$ cat config.mk
export PLATFORM = sky130hd
export DESIGN_NAME = mem_wb_stage
export DESIGN_NICKNAME = d
export VERILOG_FILES = /design/src/rtl/core_pkg.sv /design/src/rtl/mem_wb_stage_load_fmt.sv /design/src/rtl/mem_wb_stage.sv
export SDC_FILE = /design/constraint.sdc
export NUM_CORES = 1
export LEC_CHECK = 0
export CORE_MARGIN = 4
export CORE_UTILIZATION = 45
export CTS_CLUSTER_DIAMETER = 30
export DETAILED_ROUTE_END_ITERATION = 12
export PLACE_DENSITY = 0.93
export SYNTH_ARGS = -nofsm -noshare
export SYNTH_HDL_FRONTEND = slang
export SYNTH_HIERARCHICAL = 1
export SYNTH_SLANG_ARGS = --single-unit
$ cat constraint.sdc
create_clock -name clk -period 3.55 [get_ports clk]
set_clock_uncertainty 0.15 [all_clocks]
set_input_delay 0.71 -clock clk [delete_from_list [all_inputs] [get_ports clk]]
set_output_delay 0.71 -clock clk [all_outputs]
set_load 0.005 [all_outputs]
$ cat src/rtl/core_pkg.sv
// Shared constants for the core pipeline: load funct3 encodings,
// default datapath width and the hard-wired zero register index.
package core_pkg;

    localparam int XLEN_DEFAULT   = 32;
    localparam int REG_AW_DEFAULT = 5;

    localparam int unsigned REG_ZERO = 0;

    localparam logic [2:0] F3_LB  = 3'b000;
    localparam logic [2:0] F3_LH  = 3'b001;
    localparam logic [2:0] F3_LW  = 3'b010;
    localparam logic [2:0] F3_LD  = 3'b011;
    localparam logic [2:0] F3_LBU = 3'b100;
    localparam logic [2:0] F3_LHU = 3'b101;
    localparam logic [2:0] F3_LWU = 3'b110;

endpackage

$ cat src/rtl/mem_wb_stage_load_fmt.sv
// Load formatter: picks the addressed byte/half/word lane out of a
// full-width read word, extends it, and flags misaligned accesses.
module load_fmt
    import core_pkg::*;
#(
    parameter int XLEN  = XLEN_DEFAULT,
    parameter int OFF_W = $clog2(XLEN/8)
) (
    input  logic [XLEN-1:0]  data,
    input  logic [2:0]       funct3,
    input  logic [OFF_W-1:0] off,
    output logic [XLEN-1:0]  result,
    output logic             misalign
);

    localparam int NB = XLEN/8;
    localparam int NH = XLEN/16;

    logic [7:0]  byte_lane [NB];
    logic [15:0] half_lane [NH];
    logic [7:0]  b_sel;
    logic [15:0] h_sel;
    logic [31:0] w_sel;
    logic [XLEN-1:0] w_sx;
    logic [XLEN-1:0] w_zx;

    for (genvar gi = 0; gi < NB; gi++) begin : g_byte
        assign byte_lane[gi] = data[gi*8 +: 8];
    end

    for (genvar gi = 0; gi < NH; gi++) begin : g_half
        assign half_lane[gi] = data[gi*16 +: 16];
    end

    assign b_sel = byte_lane[off];
    assign h_sel = half_lane[off[OFF_W-1:1]];

    // On a 32-bit bus the word lane is the whole bus, so LW/LWU/LD coincide.
    if (XLEN == 64) begin : g_w64
        assign w_sel = off[2] ? data[63:32] : data[31:0];
        assign w_sx  = {{32{w_sel[31]}}, w_sel};
        assign w_zx  = {32'b0, w_sel};
    end else begin : g_w32
        assign w_sel = data[31:0];
        assign w_sx  = w_sel;
        assign w_zx  = w_sel;
    end

    always_comb begin
        result   = data;
        misalign = 1'b0;
        case (funct3)
            F3_LB: begin
                result = {{(XLEN-8){b_sel[7]}}, b_sel};
            end
            F3_LBU: begin
                result = {{(XLEN-8){1'b0}}, b_sel};
            end
            F3_LH: begin
                result   = {{(XLEN-16){h_sel[15]}}, h_sel};
                misalign = off[0];
            end
            F3_LHU: begin
                result   = {{(XLEN-16){1'b0}}, h_sel};
                misalign = off[0];
            end
            F3_LW: begin
                result   = w_sx;
                misalign = |off[1:0];
            end
            F3_LWU: begin
                result   = w_zx;
                misalign = |off[1:0];
            end
            F3_LD: begin
                // At XLEN=32 off is only two bits wide, so this is the LW check.
                result   = data;
                misalign = |off;
            end
            default: begin
                result   = data;
                misalign = 1'b1;
            end
        endcase
    end

endmodule

$ cat src/rtl/mem_wb_stage.sv
// MEM/WB pipeline register: valid/ready handshake with flush, captures
// synchronous RAM read data on first occupancy and formats loads for WB.
module mem_wb_stage
    import core_pkg::*;
#(
    parameter int XLEN   = XLEN_DEFAULT,
    parameter int REG_AW = REG_AW_DEFAULT,
    parameter int OFF_W  = $clog2(XLEN/8)
) (
    input  logic              clk,
    input  logic              rstn,
    input  logic              flush,
    input  logic              in_valid,
    output logic              in_ready,
    input  logic              in_reg_wr,
    input  logic              in_mem2reg,
    input  logic [2:0]        in_funct3,
    input  logic [XLEN-1:0]   in_alu_result,
    input  logic [REG_AW-1:0] in_rd,
    input  logic [XLEN-1:0]   ram_rdata,
    output logic              out_valid,
    input  logic              out_ready,
    output logic              wb_we,
    output logic [REG_AW-1:0] wb_addr,
    output logic [XLEN-1:0]   wb_data,
    output logic              fwd_we,
    output logic [REG_AW-1:0] fwd_addr,
    output logic [XLEN-1:0]   fwd_data,
    output logic              ld_misalign
);

    logic              valid_reg;
    logic              valid_next;
    logic              fresh_reg;
    logic              reg_wr_reg;
    logic              mem2reg_reg;
    logic [2:0]        funct3_reg;
    logic [XLEN-1:0]   alu_reg;
    logic [REG_AW-1:0] rd_reg;
    logic [XLEN-1:0]   hold_reg;

    logic              accept;
    logic              retire;
    logic              rd_live;
    logic [XLEN-1:0]   load_src;
    logic [XLEN-1:0]   load_data;
    logic              fmt_misalign;

    assign in_ready = !valid_reg || out_ready;
    assign accept   = in_valid && in_ready && !flush;
    assign retire   = valid_reg && out_ready;

    always_comb begin
        valid_next = valid_reg;
        if (flush) begin
            valid_next = 1'b0;
        end else if (accept) begin
            valid_next = 1'b1;
        end else if (retire) begin
            valid_next = 1'b0;
        end
    end

    always_ff @(posedge clk or negedge rstn) begin
        if (!rstn) begin
            valid_reg   <= 1'b0;
            fresh_reg   <= 1'b0;
            reg_wr_reg  <= 1'b0;
            mem2reg_reg <= 1'b0;
            funct3_reg  <= '0;
            alu_reg     <= '0;
            rd_reg      <= '0;
            hold_reg    <= '0;
        end else begin
            valid_reg <= valid_next;
            fresh_reg <= accept;
            // RAM data is only valid in the first occupancy cycle; keep it for stalls.
            if (fresh_reg) begin
                hold_reg <= ram_rdata;
            end
            if (accept) begin
                reg_wr_reg  <= in_reg_wr;
                mem2reg_reg <= in_mem2reg;
                funct3_reg  <= in_funct3;
                alu_reg     <= in_alu_result;
                rd_reg      <= in_rd;
            end
        end
    end

    assign load_src = fresh_reg ? ram_rdata : hold_reg;

    load_fmt #(
        .XLEN  (XLEN),
        .OFF_W (OFF_W)
    ) u_load_fmt (
        .data     (load_src),
        .funct3   (funct3_reg),
        .off      (alu_reg[OFF_W-1:0]),
        .result   (load_data),
        .misalign (fmt_misalign)
    );

    assign rd_live     = reg_wr_reg && (rd_reg != REG_AW'(REG_ZERO));
    assign out_valid   = valid_reg;
    assign wb_we       = valid_reg && out_ready && rd_live;
    assign wb_addr     = rd_reg;
    assign wb_data     = mem2reg_reg ? load_data : alu_reg;
    // Forwarding must see the occupant even while WB is stalled.
    assign fwd_we      = valid_reg && rd_live;
    assign fwd_addr    = rd_reg;
    assign fwd_data    = wb_data;
    assign ld_misalign = valid_reg && mem2reg_reg && fmt_misalign;

endmodule

==> run summary <==
========================================================================================================
Result of the run                                                                           finished, violations left
Violations in the final reports                                                             negative setup slack
Largest net degree at the start of global routing                                                     77
Master of the slowest instance on the critical path                                              dfrtp_2
Delay of the slowest critical-path stage                                                         0.48 ns
Skew-Pair Late Insertion Delay                                                                   0.36 ns
Top-count cell post-synth                                                                         mux2_2
Total wirelength of the detailed-routed design                                                  12.63 mm
Largest area contributor in the synthesized netlist                                              dfrtp_1
Fraction of post-synthesis cell area in the top cell type by area                                 44.61%
Antenna violations before repair                                                                       1
Number of max-slew violations in the final report                                                      0
Area of the multi-input gates                                                               0.002069 mm^2
Number of clock sinks                                                                                 76
Arrival time at the worst endpoint                                                               2.77 ns
Slew at the pin with the worst max-slew slack                                                  0.9732 ns
Switch share                                                                                      32.24%
Initial core utilization                                                                          46.13%
Maximum net fanout on the critical path                                                                7
Share of async-settable or async-resettable flops after synthesis                                 100.0%
Setup crit start kind                                                                           register
Period Utilization, post-route                                                                    102.3%
Largest vdd supply drop                                                                        0.2818 mV
Post-CTS clock slew at the launch and capture registers of the worst setup and hold paths        0.08 ns
Placed Area                                                                                 0.005783 mm^2
Maximum level of the CTS H-tree                                                                        3
Clock network fraction of design power                                                             21.6%
Detail Route Antenna Nets                                                                              0
Post-route cell area                                                                        0.006216 mm^2
Number of vias per cell                                                                            5.262
DR vias                                                                                             3452
Setup slack of the critical path after layout                                                -0.08092 ns
Maximum operating frequency                                                                    275.4 MHz
DR pass1 iterations                                                                                    4
Number of I/O port buffers                                                                           157
Global route total overflow                                                                            0
I/O pin count                                                                                        158
Setup repair after global routing missed its margin                                                 true
Final Net Count                                                                                      600
Syn Nets                                                                                             445
Seq pwr share                                                                                      33.2%
Yosys cell types                                                                                      34
Gr usage total                                                                                    23.02%
CTS tree                                                                                             yes
Warning count from the yosys run                                                                       6
Leakage dissipation                                                                             2.786 nW
Commonest cells in the netlist                                                              mux2_2, dfrtp_1, buf_4
Kind of capture point of the worst setup path                                                 output pin
Layout cells sized above 1                                                                        44.87%
Sw Pwr                                                                                          1.064 mW
Layout-stage area growth over the synthesis result                                                45.82%
Placement row count                                                                                   35
Combinational Power Share                                                                          45.2%
Count of max-cap constraint violations                                                                 0
Fin crit period                                                                                 3.631 ns
Final Hold Vio Count                                                                                   0
Dominant delay contributor by cell family on the critical path                              multiplexers
Routability cong.                                                                                 0.8921
Required time at the worst-slack endpoint                                                        2.69 ns
Cell Area, Synth                                                                            0.004263 mm^2
Flip-flop and latch count after synthesis                                                             76
Final-report setup violation count                                                                    10
Total internal power                                                                            2.236 mW
Bufs on Longest Clock Path                                                                             2
Total area of sequential cells                                                              0.001907 mm^2
Relative slew margins                                                                             35.12%
Number of remaining DRC errors                                                                         0
Post-Syn Instances                                                                                   366
Ratio of total power to cell area                                                           530.9 mW/mm^2
Root buffer cell                                                                                clkbuf_8
Fin Setup TNS                                                                                 -0.3259 ns
Number of clock buffers inserted by TritonCTS                                                          9
Flip-flop cell with the highest count after synthesis                                            dfrtp_1
Path category of the worst min-delay check                                                  primary input to async pin
Wire length of the first global-routing pass                                                    20.09 mm
Core ar.                                                                                    0.009240 mm^2
Average cell area after synthesis                                                             11.65 um^2
Post-synth EDFFs                                                                                       0
Share of synthesized area occupied by flip-flops and latches                                      44.61%
Width of the chip                                                                               105.3 um
Leading cell types by total area after synthesis                                            dfrtp_1, mux2_2, buf_4, nand2_1, a211oi_1
Critical-path cell list                                                                     buf_4 > mux2_4 > mux2i_4 > nor3_2 > a311o_2 > buf_6 > a22o_1 > mux2_4 > buf_6
Avg WL per Cell                                                                                 19.25 um
Vias in the first global route                                                                      3821
Dpl hpwl                                                                                        8.793 mm
Number of fillers in the final layout                                                                673
Number of DRC violations after detailed-routing iteration 0                                          244
Buf+Inv Stages, Crit Path                                                                              3
Die Span Y                                                                                      105.3 um
Critical path start-end classification                                                      register to output pin
Die area                                                                                    0.01109 mm^2
========================================================================================================
final timing paths:
kind                       depth (start not counted)                        end                  start  slack, ns
setup / recovery                                   9               fwd_data[10]    fresh_reg$_DFF_PN0_      -0.08
hold / removal                                     1     alu_reg[2]$_DFFE_PN0P_                   rstn       0.34
setup reg to reg                                   4    alu_reg[12]$_DFFE_PN0P_  out_valid$_DFFE_PN0P_       1.76
hold reg to reg                                    1      hold_reg[1]$_DFF_PN0_  hold_reg[1]$_DFF_PN0_       0.35
max in group asynchronous                          1  funct3_reg[1]$_DFFE_PN0P_                   rstn       2.24
min in group clk                                   1      hold_reg[1]$_DFF_PN0_  hold_reg[1]$_DFF_PN0_       0.35
cells in the final DEF (no fill, tap or decap), types with 9 or more instances in the layout:
| cell type | n |
|---|---|
| mux2_2 | 86 |
| buf_6 | 10 |
| nand2_1 | 32 |
| mux2_4 | 17 |
| dlygate4sd2_1 | 9 |
| nor2_1 | 9 |
| dfrtp_1 | 72 |
| a211oi_1 | 12 |
| clkdlybuf4s15_2 | 9 |
| clkdlybuf4s50_1 | 98 |
| buf_4 | 38 |
| clkbuf_8 | 11 |
| clkbuf_2 | 22 |
power by group through the flow:
stage	Sequential (mW)	Combinational [mW]	Clock (mW)
after floorplan	1.08	0.821	0
after global placement	1.10	1.41	0
after detailed placement	1.11	1.45	0
after CTS	1.09	1.49	0.717
after global routing	1.12	1.60	0.759
final	1.10	1.49	0.713
layer usage:
metal / part of all wire, % / global-route usage, % / up-vias
li1: - / - / 1564
met1: 39 / 27.80 / 1709
met2: 52 / 39.85 / 151
met3: 6.1 / 5.756 / 28
met4: 2.8 / 7.966 / 0
met5: 0 / 0 / -
repair_timing:
action / 4_1_cts / 5_1_grt
setup buffers: 18 / 3
cloned: 1 / 0
setup endpoints to repair: 62 / 63
gates resized for setup: 161 / 48
pin swaps: 12 / 6
hold buffers: 0 / 0
worst reg2reg max path: stages (launching register included):
cell and delay [ns]:
dfrtp_1 0.43, nor2b_4 0.16, nor3b_4 0.18, buf_4 0.35, mux2_2 0.40
per-stage QoR:
stage	hold slack (ns)	worst slack [ns]	util, %	total power, mW	cells
3_5_place_dp	0.3286	-0.5379	62.59	2.564	617
6_report	0.3429	-0.08092	67.27	3.300	656
4_1_cts	0.3498	-0.02006	67.37	3.304	652
5_1_grt	0.3547	-0.1103	67.27	3.475	656
2_1_floorplan	0.2644	0.3841	-	1.897	366
3_3_place_gp	0.3252	-0.3773	62.59	2.509	617
layout make-up:
type	instances	share of cell area [%]
clock buffer	11	2.436
timing repair buffer	204	29.71
clock inverter	5	0.9461
sequential	76	30.68
inverter	5	0.3019
antenna	1	0.04026
tap	129	2.597
multi-input combinational	225	33.29
cells by family (layout without fill, tap and decap cells):
family                 after synthesis  after routing  synth area share (%)
multiplexers                       115            115                 30.14
flip-flops                          76             76                 44.61
buffers and inverters               65            225                 10.36
AND/OR/NAND/NOR                     64             64                 7.280
AO/OA/AOI/OAI                       46             46                 7.602
other                                0              1                     0
(Power assumes the default switching activity.)
